### src/rtl/bcd_display_scanner.sv
// ---------------------------------------------------------------------------
// bcd_display_scanner
//
// Purpose:
//   Multiplexed four-digit seven-segment driver for a common-anode display.
//   It captures four BCD digits into a snapshot register on an update
//   strobe and shows one digit per slot at a programmable scan rate. Every
//   slot starts with one dark cycle to stop ghosting. Any digit above 9 in
//   the snapshot is flagged. All outputs are registered.
//
// Ports:
//   clk         in   1  system clock, rising edge
//   reset_n     in   1  asynchronous, active-low reset
//   digit_001   in   4  units BCD digit
//   digit_010   in   4  tens BCD digit
//   digit_100   in   4  hundreds BCD digit
//   digit_1000  in   4  thousands BCD digit
//   update      in   1  load all four digits into the snapshot this edge
//   seg         out  7  {g,f,e,d,c,b,a}, active-low
//   an          out  4  digit enables, active-low, an[0] = units
//   digit_sel   out  2  index of the slot being shown (0 = units)
//   bcd_err     out  1  high while any snapshot digit is greater than 9
//
// Parameters:
//   SCAN_DIV    clk cycles per digit slot (must be at least 2)
//
// Build options:
//   LEADING_ZERO_BLANK_EN  when defined, leading zero digits are blanked
//                          (units is never blanked).
// ---------------------------------------------------------------------------
module bcd_display_scanner #(
  parameter int SCAN_DIV = 50000
) (
  input  logic       clk,
  input  logic       reset_n,
  input  logic [3:0] digit_001,
  input  logic [3:0] digit_010,
  input  logic [3:0] digit_100,
  input  logic [3:0] digit_1000,
  input  logic       update,
  output logic [6:0] seg,
  output logic [3:0] an,
  output logic [1:0] digit_sel,
  output logic       bcd_err
);

  localparam int PW = (SCAN_DIV > 1) ? $clog2(SCAN_DIV) : 1;
  localparam logic [PW-1:0] LAST_COUNT = PW'(SCAN_DIV - 1);

  logic [PW-1:0] count;
  logic [1:0]    index;
  logic [3:0]    snap [4];

  logic [3:0]    cur_digit;
  logic [3:0]    blank;
  logic [6:0]    seg_next;
  logic [3:0]    an_next;
  logic          err_next;

  // Active-low segment pattern; non-BCD codes show a dash (only g lit).
  function automatic logic [6:0] decode(input logic [3:0] d);
    case (d)
      4'd0:    decode = 7'h40;
      4'd1:    decode = 7'h79;
      4'd2:    decode = 7'h24;
      4'd3:    decode = 7'h30;
      4'd4:    decode = 7'h19;
      4'd5:    decode = 7'h12;
      4'd6:    decode = 7'h02;
      4'd7:    decode = 7'h78;
      4'd8:    decode = 7'h00;
      4'd9:    decode = 7'h10;
      default: decode = 7'h3F;
    endcase
  endfunction

  // Prescaler and slot index: the index advances only when the prescaler wraps.
  always_ff @(posedge clk or negedge reset_n) begin
    if (!reset_n) begin
      count <= '0;
      index <= 2'd0;
    end else if (count == LAST_COUNT) begin
      count <= '0;
      index <= index + 2'd1;
    end else begin
      count <= count + 1'b1;
    end
  end

  // Snapshot: the display never reads the digit inputs directly.
  always_ff @(posedge clk or negedge reset_n) begin
    if (!reset_n) begin
      for (int i = 0; i < 4; i++) snap[i] <= 4'd0;
    end else if (update) begin
      snap[0] <= digit_001;
      snap[1] <= digit_010;
      snap[2] <= digit_100;
      snap[3] <= digit_1000;
    end
  end

  // Blanking chains downward from thousands; a non-BCD digit counts as non-zero.
  always_comb begin
    blank = 4'b0000;
`ifdef LEADING_ZERO_BLANK_EN
    blank[3] = (snap[3] == 4'd0);
    blank[2] = blank[3] && (snap[2] == 4'd0);
    blank[1] = blank[2] && (snap[1] == 4'd0);
`endif
  end

  // Next-state for the registered outputs, all taken from the current state.
  always_comb begin
    cur_digit = snap[index];
    seg_next  = decode(cur_digit);
    if ((count == '0) || blank[index]) begin
      an_next = 4'hF;
    end else begin
      an_next = ~(4'b0001 << index);
    end
    err_next = (snap[0] > 4'd9) || (snap[1] > 4'd9) ||
               (snap[2] > 4'd9) || (snap[3] > 4'd9);
  end

  // Output registers: one cycle behind the prescaler, index and snapshot.
  always_ff @(posedge clk or negedge reset_n) begin
    if (!reset_n) begin
      seg       <= 7'h7F;
      an        <= 4'hF;
      digit_sel <= 2'd0;
      bcd_err   <= 1'b0;
    end else begin
      seg       <= seg_next;
      an        <= an_next;
      digit_sel <= index;
      bcd_err   <= err_next;
    end
  end

endmodule

### config.mk
export PLATFORM = sky130hd
export DESIGN_NAME = bcd_display_scanner
export DESIGN_NICKNAME = d
export VERILOG_FILES = /design/src/rtl/bcd_display_scanner.sv
export SDC_FILE = /design/constraint.sdc
export NUM_CORES = 1
export LEC_CHECK = 0
export CAP_MARGIN = 10
export CELL_PAD_IN_SITES_DETAIL_PLACEMENT = 0
export CELL_PAD_IN_SITES_GLOBAL_PLACEMENT = 2
export CORE_MARGIN = 1
export CORE_UTILIZATION = 36
export CTS_CLUSTER_DIAMETER = 200
export DETAILED_ROUTE_END_ITERATION = 16
export PLACE_DENSITY = 0.82
export SLEW_MARGIN = 25
export SYNTH_ARGS = -nofsm -noshare
export SYNTH_HDL_FRONTEND = slang
export SYNTH_SLANG_ARGS = --single-unit
### constraint.sdc
create_clock -name clk -period 1.9 [get_ports clk]
set_input_delay 0.285 -clock clk [delete_from_list [all_inputs] [get_ports clk]]
set_output_delay 0.285 -clock clk [all_outputs]
set_load 0.005 [all_outputs]
==> Yosys cells after proc, flatten, opt, wreduce, memory -nomap -nowiden <==
Memories as Yosys holds them, arrays and structs flattened. A register that Yosys moved wholly into a read port is not among the register bits.
Cells that the tools add are included.
{ "totals": {"register_bits": 41, "latchBits": 0, "ram_bits": 0, "mem_bits_ro": 112, "out_inout_bits": 14, "wordCells": 35, "memories": 1} }
{ "mem_list": {"columns": ["name", "depth", "width", "read_ports", "rd_ports_with_merged_regs", "wr", "line", "text"], "rows": [
  ["(no name shown)", 16, 7, 1, 1, 0, "62", "case (d)"]
]} }
{ "op_classes": {"add_sub_neg": 2, "mul": 0, "n_div": 0, "magnitude_cmp": 6, "eq_ne": 1, "n_shift": 1, "mux": 7, "bitwise": 2, "n_reduce_logical": 6} }
{ "ops": {"columns": ["op", "count"], "rows": [
  ["$add A16 B1 Y16 const B", 1],
  ["$eq A16 B16 Y1 const B", 1],
  ["$gt A4 B4 Y1 const B", 4],
  ["$logic_not A16 Y1", 1],
  ["$mux W16", 1],
  ["$mux W4", 3],
  ["$bmux W4 S2", 1],
  ["$logic_or A1 B1 Y1", 4],
  ["$not A4 Y4", 1],
  ["$shl A1 B2 Y4 const A", 1],
  ["$ge A3 B3 Y1 const B", 1],
  ["$lt A2 B3 Y1 const B", 1],
  ["$not A2 Y3", 1],
  ["$add A2 B1 Y2 const B", 1],
  ["$bmux W1 S2", 1],
  ["$logic_not A1 Y1", 1],
  ["$mux W1", 1]
]} }

==> Logic depth before layout (Yosys ltp) <==
Gate-level depths: netlist of run 1.
{ "depth": {"word_depth": 4, "depth_mapped": 6, "depth_no_buf": 5} }

==> Worst setup path after synthesis of run 1 <==
No wires, ideal clock.
{ "synth_path": {"path_kind": "reg-to-reg", "startpoint": "reg index[0]", "endpoint": "reg seg[3]", "t_arrival_ns": 1.574, "setup_slack_ns": 0.239, "path_stages_with_launch": 6, "synth_period_minus_slack_ns": 1.661, "path_cell_list": "dfrtp_1 -> buf_6 -> mux4_2 -> or2_1 -> a32oi_1 -> o21ai_1"} }
{ "synth_via": {"elab_chain_len": 4} }
{ "synth_rtl": {"columns": ["item", "line", "text"], "rows": [
  ["from (decl)", "51", "logic [1:0] index;"],
  ["from (signal assigned)", "84", "index <= index + 2'd1;"],
  ["$not A2 Y3 (implied by the code)", "114", "cur_digit = snap[index];"],
  ["$bmux W4 S2", "114", null],
  ["$mux W4 (implied by the code) (2 in series)", "114", null],
  ["to (decl)", "41", "output logic [6:0] seg,"]
]} }
Every way passes these cells. The select of a mux whose other input is x is not followed.
A chain may end at the register's enable or synchronous reset.

==> Worst setup path after layout of run 1 <==
Ends and elaborated chain as after synthesis.

==> results of run 1 <==
[cell families (layout without fill, tap and decap cells)]
| logic type | after synthesis | in the layout | synth area share [%] |
|---|---|---|---|
| XOR/XNOR | 12 | 12 | 4.76 |
| AND/OR/NAND/NOR | 56 | 56 | 13.4 |
| multiplexers | 22 | 22 | 13.1 |
| AO/OA/AOI/OAI | 18 | 18 | 4.93 |
| flip-flops | 48 | 48 | 55.0 |
| adder cells (fa/ha/maj) | 11 | 11 | 6.23 |
| buffers and inverters | 12 | 54 | 2.55 |
[cells in the mapped netlist (all sizes together)]
cell type	n
a21oi	4
a2bb2oi	1
a32oi	1
and3	4
buf	3
clkbuf	2
dfrtp	37
dfstp	11
ha	11
inv	7
mux2	16
mux2i	2
mux4	4
nand2	15
nand2b	2
nand3	8
nand4	3
nor2	10
nor2b	1
nor3	4
nor4	2
nor4b	1
o21ai	9
o311ai	2
o31a	1
or2	1
or3	4
or4	1
xnor2	6
xor2	6
[power by group through the flow]
stage / registers, uW / clock network [uW] / logic (uW)
after global routing: 1140 / 707 / 288
after floorplan: 1150 / 0 / 117
after detailed placement: 1150 / 0 / 254
final: 1130 / 636 / 254
after global placement: 1160 / 0 / 254
after CTS: 1140 / 663 / 258
[registers in the layout, summed over array words and instances, names as in the netlist]
register   count
an             4
digit_sel      2
bcd_err        1
seg            7
index          2
snap          16
count         16
[area by class of cell]
cell class	count	area, um^2
well taps	75	93.8
flip-flops and latches	48	1220
repair buffers	39	383
fillers	551	3170
clock buffers	6	82.6
inverters	7	26.3
multi-input cells	119	937
clock inverters	2	13.8
[what timing repair did]
item | 4_1_cts | 5_1_grt
hold buffers | 1 | 0
endpoints found under the setup margin | 0 | 2
hold endpoints to repair | 37 | 0
resized for setup | 0 | 1
[routing by layer]
layer,wire (um),vias to the layer above
met3,137,5
met5,0,-
met1,1950,692
li1,-,704
met2,1700,34
met4,58,0
[final timing paths]
check / slack, ps / end / startpoint
worst max register to register: 170 / seg[3] / index[0]
worst min-delay path: 490 / bcd_err / reset_n
worst max-delay path: 170 / seg[3] / index[0]
max in group asynchronous: 1140 / an[0] / reset_n
worst min register to register: 510 / count[11] / count[11]
min in group clk: 510 / count[11] / count[11]
[stage by stage]
stage | setup WS (ps) | std cells
floorplan | 239 | 179
global placement | 183 | 287
detailed placement | 111 | 287
CTS | 74.5 | 296
global route | 64.8 | 296
finish | 169 | 296
[critical path: cells and delay by family, from the launching register on]
family	cells	cell delay (ps)
AOI/OAI and AO/OA	2	310
DFF	1	450
muxes	1	590
and+or+nand+nor	1	290
==> impl_metrics.py, run 1 <==
metrics = {
    "yosys": {
        "netlist.area_leader.share_pct": 41.9,
        "avgSynthCellArea_um2": 12.3,
        "ys_seq_elements": 48,
        "synth_area_um2": 2210,
        "yosysWarningCount": 0,
        "syn_inst": 179,
        "yosysSeqAreaShare_pct": 55.0,
        "synth_area_leaders": "dfrtp_1, dfstp_2, mux2_2",
        "syn-num-nets": 209,
        "synth_largest_area_cell": "dfrtp_1",
        "yosys.cell_types.count": 34,
    },
    "sta": {
        "fin_hold_ws_ps": 491,
        "min_period_ps": 1730,
        "rsz0062_at_grt": "no",
        "finalCritPeriodShare_pct": 91.1,
        "slew_viol_final": 0,
        "finalSetupViolCount": 0,
        "setup_tns_ps": 0,
        "slew_headroom_pct": 70.6,
        "fmax_mhz": 578,
        "finalClockSkew_ps": 9.84,
        "hold_violations": 0,
        "worstMarginPinSlew_ps": 438,
    },
    "power_and_ir_drop": {
        "total_power_uw": 2020,
        "peakVddDrop_v": 0.000356,
        "power_density_nw_per_um2": 735,
        "p_sw_share_pct": 23.4,
        "p_int_uw": 1550,
        "power.share.sequential_pct": 56.0,
        "p_sw_uw": 474,
        "clockPowerShare_pct": 31.4,
        "power_frac_comb_pct": 12.6,
        "leakage_uw": 0.00118,
    },
    "critical_path": {
        "arrival_ps": 1950,
        "endpoint_kind": "register",
        "path_cells": "mux4_2, or2_1, a32oi_1, o21ai_1",
        "rr_worst_depth": 4,
        "start_kind": "register",
        "cp_slowest_cell": "mux4_2",
        "critPathRequiredTime_ps": 2120,
        "crit_type": "register to register",
        "cp_max_fo": 5,
        "cpPeakStageDelay_ps": 590,
    },
    "routing": {
        "routed_via_density": 4.85,
        "firstDrtPassIters": 12,
        "drt_iter0_markers": 81,
        "drc_errors": 1,
        "wire_per_inst_um": 13.0,
        "drt-total-wl_um": 3840,
        "vias": 1435,
        "ant_nets": 0,
    },
    "floorplanning": {
        "coreArea_um2": 5920,
        "initial_utilization_pct": 37.3,
        "dieArea_um2": 6450,
        "placementRows": 28,
        "io_pins": 33,
        "die_h_um": 80.3,
        "die_x_um": 80.3,
    },
    "placed_design": {
        "hpwl_um": 2810,
        "numPortBuffers": 32,
        "placed_cell_area_um2": 2650,
        "gp_congestion": 0.780,
    },
    "global_routing": {
        "grt_pass1_vias": 1421,
        "grt_first_pass_wirelength_um": 6890,
        "grtUsageMet1_pct": 21.3,
        "busiest_layer": "met1",
        "grtUsageMet2_pct": 19.6,
        "grt.overflow.total": 0,
        "antenna_found_initial": 0,
        "grt_max_degree": 49,
        "gr-usage-all-layers_pct": 14.0,
        "grt_use_met3_pct": 2.27,
    },
    "clock_network": {
        "numCtsBuffers": 5,
        "clk_latency_ps": 300,
        "cts-root-buf": "clkbuf_8",
        "postCtsSetupRepairBufs": 0,
        "cts_tree": "done",
        "cts.sinks": 48,
        "cts_buffer_depth": 2,
        "clkTransAtPathRegs_ps": 90,
        "htreeDepth": 2,
    },
    "status": {
        "status": "complete, but fails checks",
        "failed_checks": "DRC",
    },
    "cells_and_area": {
        "final_core_utilization_pct": 46.5,
        "stdcell_area_um2": 2750,
        "final_common_cell": "dfrtp_1",
        "area_growth_syn_to_layout_pct": 24.6,
        "nNetsFinal": 250,
        "drive_above_1_share_pct": 22.2,
        "layout_common_cells": "dfrtp_1, clkdlybuf4s50_1, mux2_2",
        "diodes": 0,
    },
    "job": {
        "cap_violations": 0,
    },
    "hold_path": {
        "min_path_type": "input pin to async pin",
    },
}
Note: power is estimated with default switching activity, not from simulation.
==> inputs of run 2 (changes only) <==
CORE_MARGIN = unset   (was 1)
==> results of run 2 <==
Same layout as run 1: the final DEF is identical, and so are final timing and power.
